`src/rtl/step_clock_ctrl.sv`:
```
// step_clock_ctrl: run/single-step clock-enable generator; define STEP_TICK_COUNT_EN to enable the tick_count counter
module step_clock_ctrl #(
  parameter int DIV      = 6_000_000,
  parameter int DEBOUNCE = 500_000
) (
  input  logic        clk,
  input  logic        reset,
  input  logic        run_mode,
  input  logic        step_key_n,
  output logic        clk_en,
  output logic        mode_run,
  output logic [15:0] tick_count
);
  localparam int DW  = $clog2(DIV);
  localparam int DBW = $clog2(DEBOUNCE + 1);
  localparam logic [0:0] STEP = 1'b0;
  localparam logic [0:0] RUN  = 1'b1;
  logic [1:0]     key_s_q, key_s_d, run_s_q, run_s_d;
  logic           db_key_q, db_key_d, db_prev_q, db_prev_d, press_q, press_d;
  logic [DBW-1:0] db_cnt_q, db_cnt_d;
  logic [0:0]     state_q, state_d;
  logic [DW-1:0]  div_cnt_q, div_cnt_d;
  logic           clk_en_q, clk_en_d;
  logic           db_hit, mode_chg, div_wrap;
  // next-state: synchronizers, debounce, edge detect, mode FSM and divider
  always_comb begin
    key_s_d   = {key_s_q[0], step_key_n};
    run_s_d   = {run_s_q[0], run_mode};
    db_hit    = (key_s_q[1] != db_key_q) && (db_cnt_q == DBW'(DEBOUNCE - 1));
    db_cnt_d  = (key_s_q[1] == db_key_q || db_hit) ? '0 : db_cnt_q + 1'b1;
    db_key_d  = db_hit ? key_s_q[1] : db_key_q;
    db_prev_d = db_key_q;
    press_d   = db_prev_q & ~db_key_q;
    mode_chg  = state_q != run_s_q[1];
    state_d   = run_s_q[1];
    div_wrap  = div_cnt_q == DW'(DIV - 1);
    div_cnt_d = (mode_chg || state_q == STEP || div_wrap) ? '0 : div_cnt_q + 1'b1;
    clk_en_d  = mode_chg ? 1'b0 : (state_q == RUN) ? div_wrap : press_q;
  end
  // state registers; the key path idles high so reset never fakes a press
  always_ff @(posedge clk) begin
    if (!reset) begin
      key_s_q   <= 2'b11;
      run_s_q   <= 2'b00;
      db_key_q  <= 1'b1;
      db_prev_q <= 1'b1;
      press_q   <= 1'b0;
      db_cnt_q  <= '0;
      state_q   <= STEP;
      div_cnt_q <= '0;
      clk_en_q  <= 1'b0;
    end else begin
      key_s_q   <= key_s_d;
      run_s_q   <= run_s_d;
      db_key_q  <= db_key_d;
      db_prev_q <= db_prev_d;
      press_q   <= press_d;
      db_cnt_q  <= db_cnt_d;
      state_q   <= state_d;
      div_cnt_q <= div_cnt_d;
      clk_en_q  <= clk_en_d;
    end
  end
  assign clk_en   = clk_en_q;
  assign mode_run = state_q == RUN;
`ifdef STEP_TICK_COUNT_EN
  logic [15:0] tick_q, tick_d;
  // count issued pulses, wrapping naturally at 16 bits
  always_comb tick_d = tick_q + 16'(clk_en_q);
  // tick counter register
  always_ff @(posedge clk) begin
    if (!reset) tick_q <= '0;
    else tick_q <= tick_d;
  end
  assign tick_count = tick_q;
`else
  assign tick_count = 16'h0000;
`endif
endmodule
```
`config.mk`:
```
export PLATFORM = sky130hd
export DESIGN_NAME = step_clock_ctrl
export DESIGN_NICKNAME = d
export VERILOG_FILES = /design/src/rtl/step_clock_ctrl.sv
export SDC_FILE = /design/constraint.sdc
export NUM_CORES = 1
export LEC_CHECK = 0
export CAP_MARGIN = 20
export CORE_MARGIN = 2
export CORE_UTILIZATION = 40
export DETAILED_ROUTE_END_ITERATION = 7
export GPL_ROUTABILITY_DRIVEN = 0
export HOLD_SLACK_MARGIN = 0.06
export PLACE_DENSITY = 0.58
export SYNTH_ARGS = -nofsm -noshare
export SYNTH_HDL_FRONTEND = slang
export SYNTH_SLANG_ARGS = --single-unit
```
`constraint.sdc`:
```
create_clock -name clk -period 2.7 [get_ports clk]
set_input_delay 0.27 -clock clk [delete_from_list [all_inputs] [get_ports clk]]
set_output_delay 0.27 -clock clk [all_outputs]
set_load 0.05 [all_outputs]
```
==> reports/qor_table.md, run 1 <==
| Item | This run | Unit |
| --- | --- | --- |
| PostCTS Resize Cnt | 0 | - |
| Hold buffers post-CTS | 0 | - |
| Outcome | complete, no violations | - |
| Post-detailed-placement half-perimeter wirelength | 2980 | µm |
| Hold crit path type | flop to flop | - |
| Total of warnings raised by yosys | 0 | - |
| Max clock buf depth | 2 | - |
| Reg2reg end | div_cnt_q[14] | - |
| Worst stage delay on the critical path | 0.62 | ns |
| Mapped Avg Cell Area | 8.937 | µm² |
| Clock sink total | 51 | - |
| Pin count of the biggest net entering global routing | 18 | - |
| Portion of the post-synthesis area used by sequential elements | 0.4295 | - |
| Number of failing setup endpoints in the final timing report | 0 | - |
| Final Net Count | 281 | - |
| Count of max-cap constraint violations | 0 | - |
| Number of endpoints with negative hold slack in the final report | 0 | - |
| Max Transition Viols Final | 0 | - |
| CTS buffer count | 5 | - |
| Static Leak | 0.7780 | nW |
| Post-synthesis share of cell area spent on and, or, nand and nor gates | 0.3000 | - |
| Die Outline Area | 0.006576 | mm² |
| Vias in the first global route | 1,550 | - |
| Routed via count | 1,786 | - |
| Number of antenna diodes | 0 | - |
| DRT antenna net count | 0 | - |
| Routed via count divided by cell count | 5.103 | - |
| Total of buffers placed on input and output ports | 5 | - |
| Commonest cells after routing, fill and taps aside | sky130_fd_sc_hd__dfxtp_1 (51), sky130_fd_sc_hd__nor2_1 (38), sky130_fd_sc_hd__nand3_1 (19) | - |
| Area fraction of the dominant cell type after synthesis | 0.4295 | - |
| Adder-cell share of the synthesized area | 0.01579 | - |
| Final std cell area, no fill | 0.002534 | mm² |
| Grt total ovfl | 0 | - |
| Power density normalized to cell area | 503.8 | mW/mm² |
| Xor/xnor share of the synthesized area | 0.09947 | - |
| Initial Utilization | 0.4088 | - |
| Number of top-level pins | 22 | - |
| Standard-cell row count | 28 | - |
| Depth of the worst register-to-register path | 6 | - |
| Worst-path clk slew | 0.10 | ns |
| Complex-gate fraction of the synthesized area | 0.06526 | - |
| Beginning of the worst register-to-register path | div_cnt_q[0] | - |
| Clock group share of total power | 0.356 | - |
| Setup total negative slack | 0 | ns |
| Setup repair after global routing missed its margin | false | - |
| Min-Delay Path Depth | 2 | - |
| Mux cell area share after synthesis | 0.01263 | - |
| Ratio of final minimum period to clock period | 0.8037 | - |
| Flop pwr share | 0.593 | - |
| Pre-antenna DRT Iters | 4 | - |
| Layout cell share with drive strength beyond 1 | 0.06545 | - |
| Final period demand of the worst path | 2.170 | ns |
| Async set-reset flop share out of synthesis | 0 | - |
| Critical path capture point type | flop | - |
| Slew @ Worst Pin | 0.5165 | ns |
| Number of fill cells in the layout | 620 | - |
| Cell accounting for the most synthesized area | sky130_fd_sc_hd__dfxtp_1 | - |
| Main area contributors after synthesis | sky130_fd_sc_hd__dfxtp_1 (43%), sky130_fd_sc_hd__xnor2_1 (6.6%), sky130_fd_sc_hd__nor2_1 (6.0%), sky130_fd_sc_hd__buf_4 (5.1%), sky130_fd_sc_hd__nand3_1 (4.0%) | - |
| Die extent in y | 81.09 | µm |
| Arrival time at the worst endpoint | 2.38 | ns |
| Net switching share of the total power | 0.2373 | - |
| Total detailed-routing wirelength | 4093 | µm |
| Routed length per instance | 11.69 | µm |
| Combinational cell fraction of total power | 0.051 | - |
| CTS HTree Levels | 2 | - |
| Top Family by Delay on Critical Path | simple AND/OR/NAND/NOR gates | - |
| Leading cell type in the layout, fill and taps excluded | sky130_fd_sc_hd__dfxtp_1 | - |
| Largest family of logic cells by synthesized area | simple AND/OR/NAND/NOR gates | - |
| Yosys cell types | 42 | - |
| Number of synthesized register bits | 51 | - |
| Number of buffers and inverters on the critical path | 1 | - |
| Horiz. Die Dim | 81.09 | µm |
| Req. time, crit path | 2.91 | ns |
| Final setup skew | 0.01434 | ns |
| Total routing usage reported by global routing | 0.1346 | - |
| Crit path launch type | flop | - |
| Count of flip-flops with a built-in enable after synthesis | 0 | - |
| Worst vdd ir | 0.0002685 | V |
| CTS tree | done | - |
| Internal Power | 0.0009736 | W |
| Most used flip-flop cell after synthesis | sky130_fd_sc_hd__dfxtp_1 | - |
| CP Class | flop to flop | - |
| Root buf cell | sky130_fd_sc_hd__clkbuf_8 | - |
| Summed instance area of the synthesized netlist | 0.002377 | mm² |
| Worst-case hold path end point | press_q | - |
| Cell at the slowest stage of the critical path | sky130_fd_sc_hd__or4_1 | - |
| Max-slew headroom | 0.6528 | - |
| Area Overhead vs Synth | 6.579 | % |
| Number of antenna violations at the first check in global routing | 0 | - |
| Maximum clock frequency | 460.8 | MHz |
| Switching power total | 0.0003029 | W |
| Core Box Area | 0.005816 | mm² |
| Area of placed instances | 0.002439 | mm² |
| Ordered cell list for the critical path | ha_1 > nand3_1 > or4_1 > o21ai_2 > buf_4 > nor2_1 | - |
| Number of remaining DRC errors | 0 | - |
| Maximum fanout along the worst path | 8 | - |
| Starting DRC count in detailed routing | 71 | - |
| Flop2flop setup slack | 0.53 | ns |
| Global-route wire length before repair | 6872 | µm |
| HP Start | db_prev_q | - |
| Gate Count Post-Synth | 266 | - |
| Clock Latency Late Sink | 0.31 | ns |
| Number of post-CTS setup repair buffers | 0 | - |
==> cell type report <==
cell class,instances,area [µm²],area share
clock buffers,7,86.33,0.03407
inverters,7,26.28,0.01037
clock inverters,1,8.758,0.003457
well taps,75,93.84,0.03704
flip-flops and latches,51,1021,0.4030
multi-input cells,202,1232,0.4864
repair buffers,7,65.06,0.02568
==> cell families (layout without fill, tap and decap cells) <==
logic type	count (synthesis)	after routing
muxes	3	3
xor gates and xnor gates	27	27
adders and majority gates	3	3
and+or+nand+nor	129	129
other	1	16
buffers and inverters	28	22
DFF	51	51
AOI/OAI and AO/OA	24	24
==> Yosys cell counts, types with 4 or more instances <==
master	count
sky130_fd_sc_hd__a21oi_1	9
sky130_fd_sc_hd__and2_1	5
sky130_fd_sc_hd__and3_1	4
sky130_fd_sc_hd__and4_1	4
sky130_fd_sc_hd__buf_4	16
sky130_fd_sc_hd__dfxtp_1	51
sky130_fd_sc_hd__inv_1	7
sky130_fd_sc_hd__nand2_1	13
sky130_fd_sc_hd__nand3_1	19
sky130_fd_sc_hd__nand4_1	8
sky130_fd_sc_hd__nor2_1	38
sky130_fd_sc_hd__nor3_1	5
sky130_fd_sc_hd__nor4_1	11
sky130_fd_sc_hd__o21ai_0	7
sky130_fd_sc_hd__or3_1	4
sky130_fd_sc_hd__xnor2_1	18
sky130_fd_sc_hd__xor2_1	9
==> power groups by stage <==
| stage | clock, W | combinational, W | sequential (W) |
|---|---|---|---|
| finish | 0.000454 | 0.0000650 | 0.000757 |
| global route | 0.000497 | 0.0000694 | 0.000758 |
| floorplan | 0 | 0.0000756 | 0.000776 |
| global placement | 0 | 0.0000646 | 0.000775 |
| CTS | 0.000470 | 0.0000651 | 0.000757 |
| detailed placement | 0 | 0.0000651 | 0.000775 |
==> per-layer routing <==
metal,vias up,part of all wire,global-route usage
li1,918,-,-
met1,835,0.49,0.1753
met2,25,0.46,0.2083
met3,8,0.032,0.03222
met4,0,0.019,0.06610
met5,-,0,0
==> sequential cells by signal, summed over array words and instances, names as in the netlist <==
signal     count
mode_run       1
db_cnt_q      19
db_prev_q      1
key_s_q        2
clk_en         1
div_cnt_q     23
run_s_q        2
press_q        1
db_key_q       1
==> how the worst max path moves through the flow <==
stage | startpoint | endpoint | slack (ns) | cells after the start
floorplan | div_cnt_q[0] | div_cnt_q[10] | 0.80 | 6
global placement | div_cnt_q[0] | div_cnt_q[13] | 0.58 | 6
detailed placement | div_cnt_q[0] | div_cnt_q[9] | 0.52 | 6
CTS | div_cnt_q[0] | div_cnt_q[14] | 0.52 | 6
global route | div_cnt_q[0] | div_cnt_q[8] | 0.33 | 6
finish | div_cnt_q[0] | div_cnt_q[14] | 0.53 | 6
==> tightest hold or removal path, stage by stage, from the launching register on <==
cell and delay, ns:
sky130_fd_sc_hd__dfxtp_1 0.31, sky130_fd_sc_hd__inv_1 0.04, sky130_fd_sc_hd__nor2_1 0.03
==> per-stage QoR <==
stage / total power (W) / util / instances / setup slack [ns] / hold WS (ns)
floorplan: 0.0008512 / - / 281 / 0.8024 / 0.3715
global placement: 0.0008394 / 0.4193 / 342 / 0.5765 / 0.3977
detailed placement: 0.0008399 / 0.4193 / 342 / 0.5166 / 0.4034
CTS: 0.001293 / 0.4357 / 350 / 0.5244 / 0.4185
global route: 0.001325 / 0.4357 / 350 / 0.3319 / 0.4390
finish: 0.001276 / 0.4357 / 350 / 0.5301 / 0.4156
(Power assumes the default switching activity.)
==> run 2: changes to the inputs <==
PLACE_DENSITY = 0.6   (was 0.58)
clock period = 1.8 ns   (was 2.7 ns; I/O delays follow)
==> run 2 against run 1 <==
Net effect:
- total power increased by 52%
- combinational power increased by 60%
- design area increased by 10%
- largest power group unchanged
==> reports/qor_table.md, run 2 (synthesized netlist as in run 1, its figures left out) <==
| Item | This run | Unit | vs previous |
| --- | --- | --- | --- |
| Total detailed-routing wirelength | 4463 | µm | +9.0% |
| Critical path capture point type | flop | - |  |
| Clock Latency Late Sink | 0.31 | ns | about the same |
| Final period demand of the worst path | 1.770 | ns | -0.4001 ns |
| Leading cell type in the layout, fill and taps excluded | sky130_fd_sc_hd__dfxtp_1 | - |  |
| Layout cell share with drive strength beyond 1 | 0.1722 | - | +0.1067 |
| Starting DRC count in detailed routing | 62 | - | -13% |
| Outcome | complete, no violations | - |  |
| Number of antenna diodes | 0 | - | unchanged |
| Area Overhead vs Synth | 17.26 | % |  |
| Die Outline Area | 0.006576 | mm² | unchanged |
| Static Leak | 0.9324 | nW | +20% |
| Total routing usage reported by global routing | 0.1483 | - | +0.01372 |
| Hold crit path type | flop to flop | - |  |
| Final Net Count | 308 | - | +9.6% |
| Slew @ Worst Pin | 0.4963 | ns | -0.02022 ns |
| Maximum clock frequency | 565.0 | MHz | +23% |
| CP Class | flop to flop | - |  |
| Worst vdd ir | 0.0003219 | V | +20% |
| Power density normalized to cell area | 694.1 | mW/mm² | +38% |
| Number of top-level pins | 22 | - | unchanged |
| Die extent in y | 81.09 | µm | unchanged |
| Core Box Area | 0.005816 | mm² | unchanged |
| Top Family by Delay on Critical Path | simple AND/OR/NAND/NOR gates | - |  |
| Number of antenna violations at the first check in global routing | 0 | - | unchanged |
| Worst stage delay on the critical path | 0.50 | ns | -0.12 ns |
| Standard-cell row count | 28 | - | unchanged |
| Pin count of the biggest net entering global routing | 19 | - | +1 |
| Number of failing setup endpoints in the final timing report | 0 | - | unchanged |
| Routed length per instance | 11.84 | µm | +1.2% |
| HP Start | db_prev_q | - |  |
| Ratio of final minimum period to clock period | 0.9832 | - | +0.1796 |
| Total power consumption of the routed design | 0.001935 | W | +52% |
| Hold buffers post-CTS | 0 | - | unchanged |
| Horiz. Die Dim | 81.09 | µm | unchanged |
| Maximum fanout along the worst path | 17 | - | +9 |
| Arrival time at the worst endpoint | 1.96 | ns | -0.42 ns |
| Routed via count | 1,878 | - | +5.2% |
| Top flop regs | div_cnt_q: 23 flops, db_cnt_q: 19 flops | - |  |
| CTS buffer count | 5 | - | unchanged |
| CTS tree | done | - |  |
| Beginning of the worst register-to-register path | db_cnt_q[14] | - |  |
| Crit path launch type | flop | - |  |
| Root buf cell | sky130_fd_sc_hd__clkbuf_8 | - |  |
| Max-slew headroom | 0.6681 | - | +0.01531 |
| Total of buffers placed on input and output ports | 5 | - | unchanged |
| Final setup skew | 0.009224 | ns | -0.005118 ns |
| Pre-antenna DRT Iters | 4 | - | unchanged |
| Setup total negative slack | 0 | ns | unchanged |
| Max clock buf depth | 2 | - | unchanged |
| Largest register by flop count | div_cnt_q | - |  |
| Vias in the first global route | 1,671 | - | +7.8% |
| Count of max-cap constraint violations | 0 | - | unchanged |
| Ordered cell list for the critical path | or4_1 > or4_4 > o21bai_4 > buf_12 > a21oi_1 | - |  |
| Initial Utilization | 0.4088 | - | unchanged |
| Number of endpoints with negative hold slack in the final report | 0 | - | unchanged |
| Launch point of the critical path | db_cnt_q[14] | - |  |
| Global-route wire length before repair | 7659 | µm | +11% |
| Req. time, crit path | 1.99 | ns | -0.92 ns |
| Hold Worst Slack | 0.4152 | ns | -0.0004230 ns |
| Routed via count divided by cell count | 4.981 | - | -2.4% |
| Number of remaining DRC errors | 0 | - | unchanged |
| Cell at the slowest stage of the critical path | sky130_fd_sc_hd__or4_1 | - |  |
| DRT antenna net count | 0 | - | unchanged |
| Post-detailed-placement half-perimeter wirelength | 3292 | µm | +10% |
| Commonest cells after routing, fill and taps aside | sky130_fd_sc_hd__dfxtp_1 (49), sky130_fd_sc_hd__nor2_1 (37), sky130_fd_sc_hd__buf_4 (27) | - |  |
| Setup repair after global routing missed its margin | true | - |  |
| Worst-path clk slew | 0.10 | ns | about the same |
| Clock sink total | 51 | - | unchanged |
| Number of buffers and inverters on the critical path | 1 | - | unchanged |
| Grt total ovfl | 0 | - | unchanged |
| Max Transition Viols Final | 0 | - | unchanged |
| CTS HTree Levels | 2 | - | unchanged |
| Flip-flop count of the largest register after layout | 23 | - | unchanged |
==> run 2: cell count changes in the layout (fill, tap and decap cells not counted), moves of 2 or more <==
| cell | change |
|---|---|
| sky130_fd_sc_hd__buf_12 | +2 |
| sky130_fd_sc_hd__buf_4 | +25 |
| sky130_fd_sc_hd__dfxtp_1 | -2 |
| sky130_fd_sc_hd__dfxtp_2 | +2 |
| sky130_fd_sc_hd__inv_6 | +2 |
==> run 2: worst register-to-register path, stage by stage (launching register included) <==
cell and delay [ns]:
sky130_fd_sc_hd__dfxtp_1 0.32, sky130_fd_sc_hd__or4_1 0.50, sky130_fd_sc_hd__or4_4 0.45, sky130_fd_sc_hd__o21bai_4 0.17, sky130_fd_sc_hd__buf_12 0.16, sky130_fd_sc_hd__a21oi_1 0.05
==> run 2: path summary, 6_finish.rpt <==
kind	endpoint	slack [ns]	cells past startpoint
worst max register to register	db_cnt_q[17]	0.03	5
worst max-delay path	db_cnt_q[17]	0.03	5
worst min-delay path	press_q	0.42	2
worst min register to register	press_q	0.42	2
==> run 2: area by class of cell <==
cell class | count | area [µm²]
fill | 572 | 3028
multi-input combinational | 202 | 1256
sequential | 51 | 1023
timing repair buffer | 34 | 292.8
tap | 75 | 93.84
clock buffer | 5 | 68.82
clock inverter | 3 | 26.28
inverter | 7 | 26.28
==> run 2: report_power, final <==
part | leakage [nW] | internal (W) | switching [W]
clock network | 0.0491 | 0.000287 | 0.000409
registers | 0.413 | 0.00113 | 0.00000250
logic | 0.470 | 0.0000167 | 0.0000870
==> run 2: layer usage <==
layer	vias up	global-route usage	share of wire
met4	0	0.05085	0.011
li1	977	-	-
met1	861	0.2014	0.50
met2	35	0.2372	0.46
met3	5	0.02667	0.031
met5	-	0	0
==> run 2: timing repair <==
item / 4_1_cts / 5_1_grt
setup buffers: 0 / 0
endpoints found under the setup margin: 0 / 27
hold endpoints to repair: 0 / 0
gates resized for setup: 0 / 3
==> run 2: stage by stage <==
stage / cell area [µm²] / util / std cells / worst slack (ns)
2_1_floorplan: 2449 / - / 281 / 0.002085
3_3_place_gp: 2681 / 0.4611 / 369 / 0.05516
3_5_place_dp: 2681 / 0.4611 / 369 / 0.04390
4_1_cts: 2776 / 0.4774 / 377 / 0.02317
5_1_grt: 2788 / 0.4793 / 377 / -0.05779
6_report: 2788 / 0.4793 / 377 / 0.03019
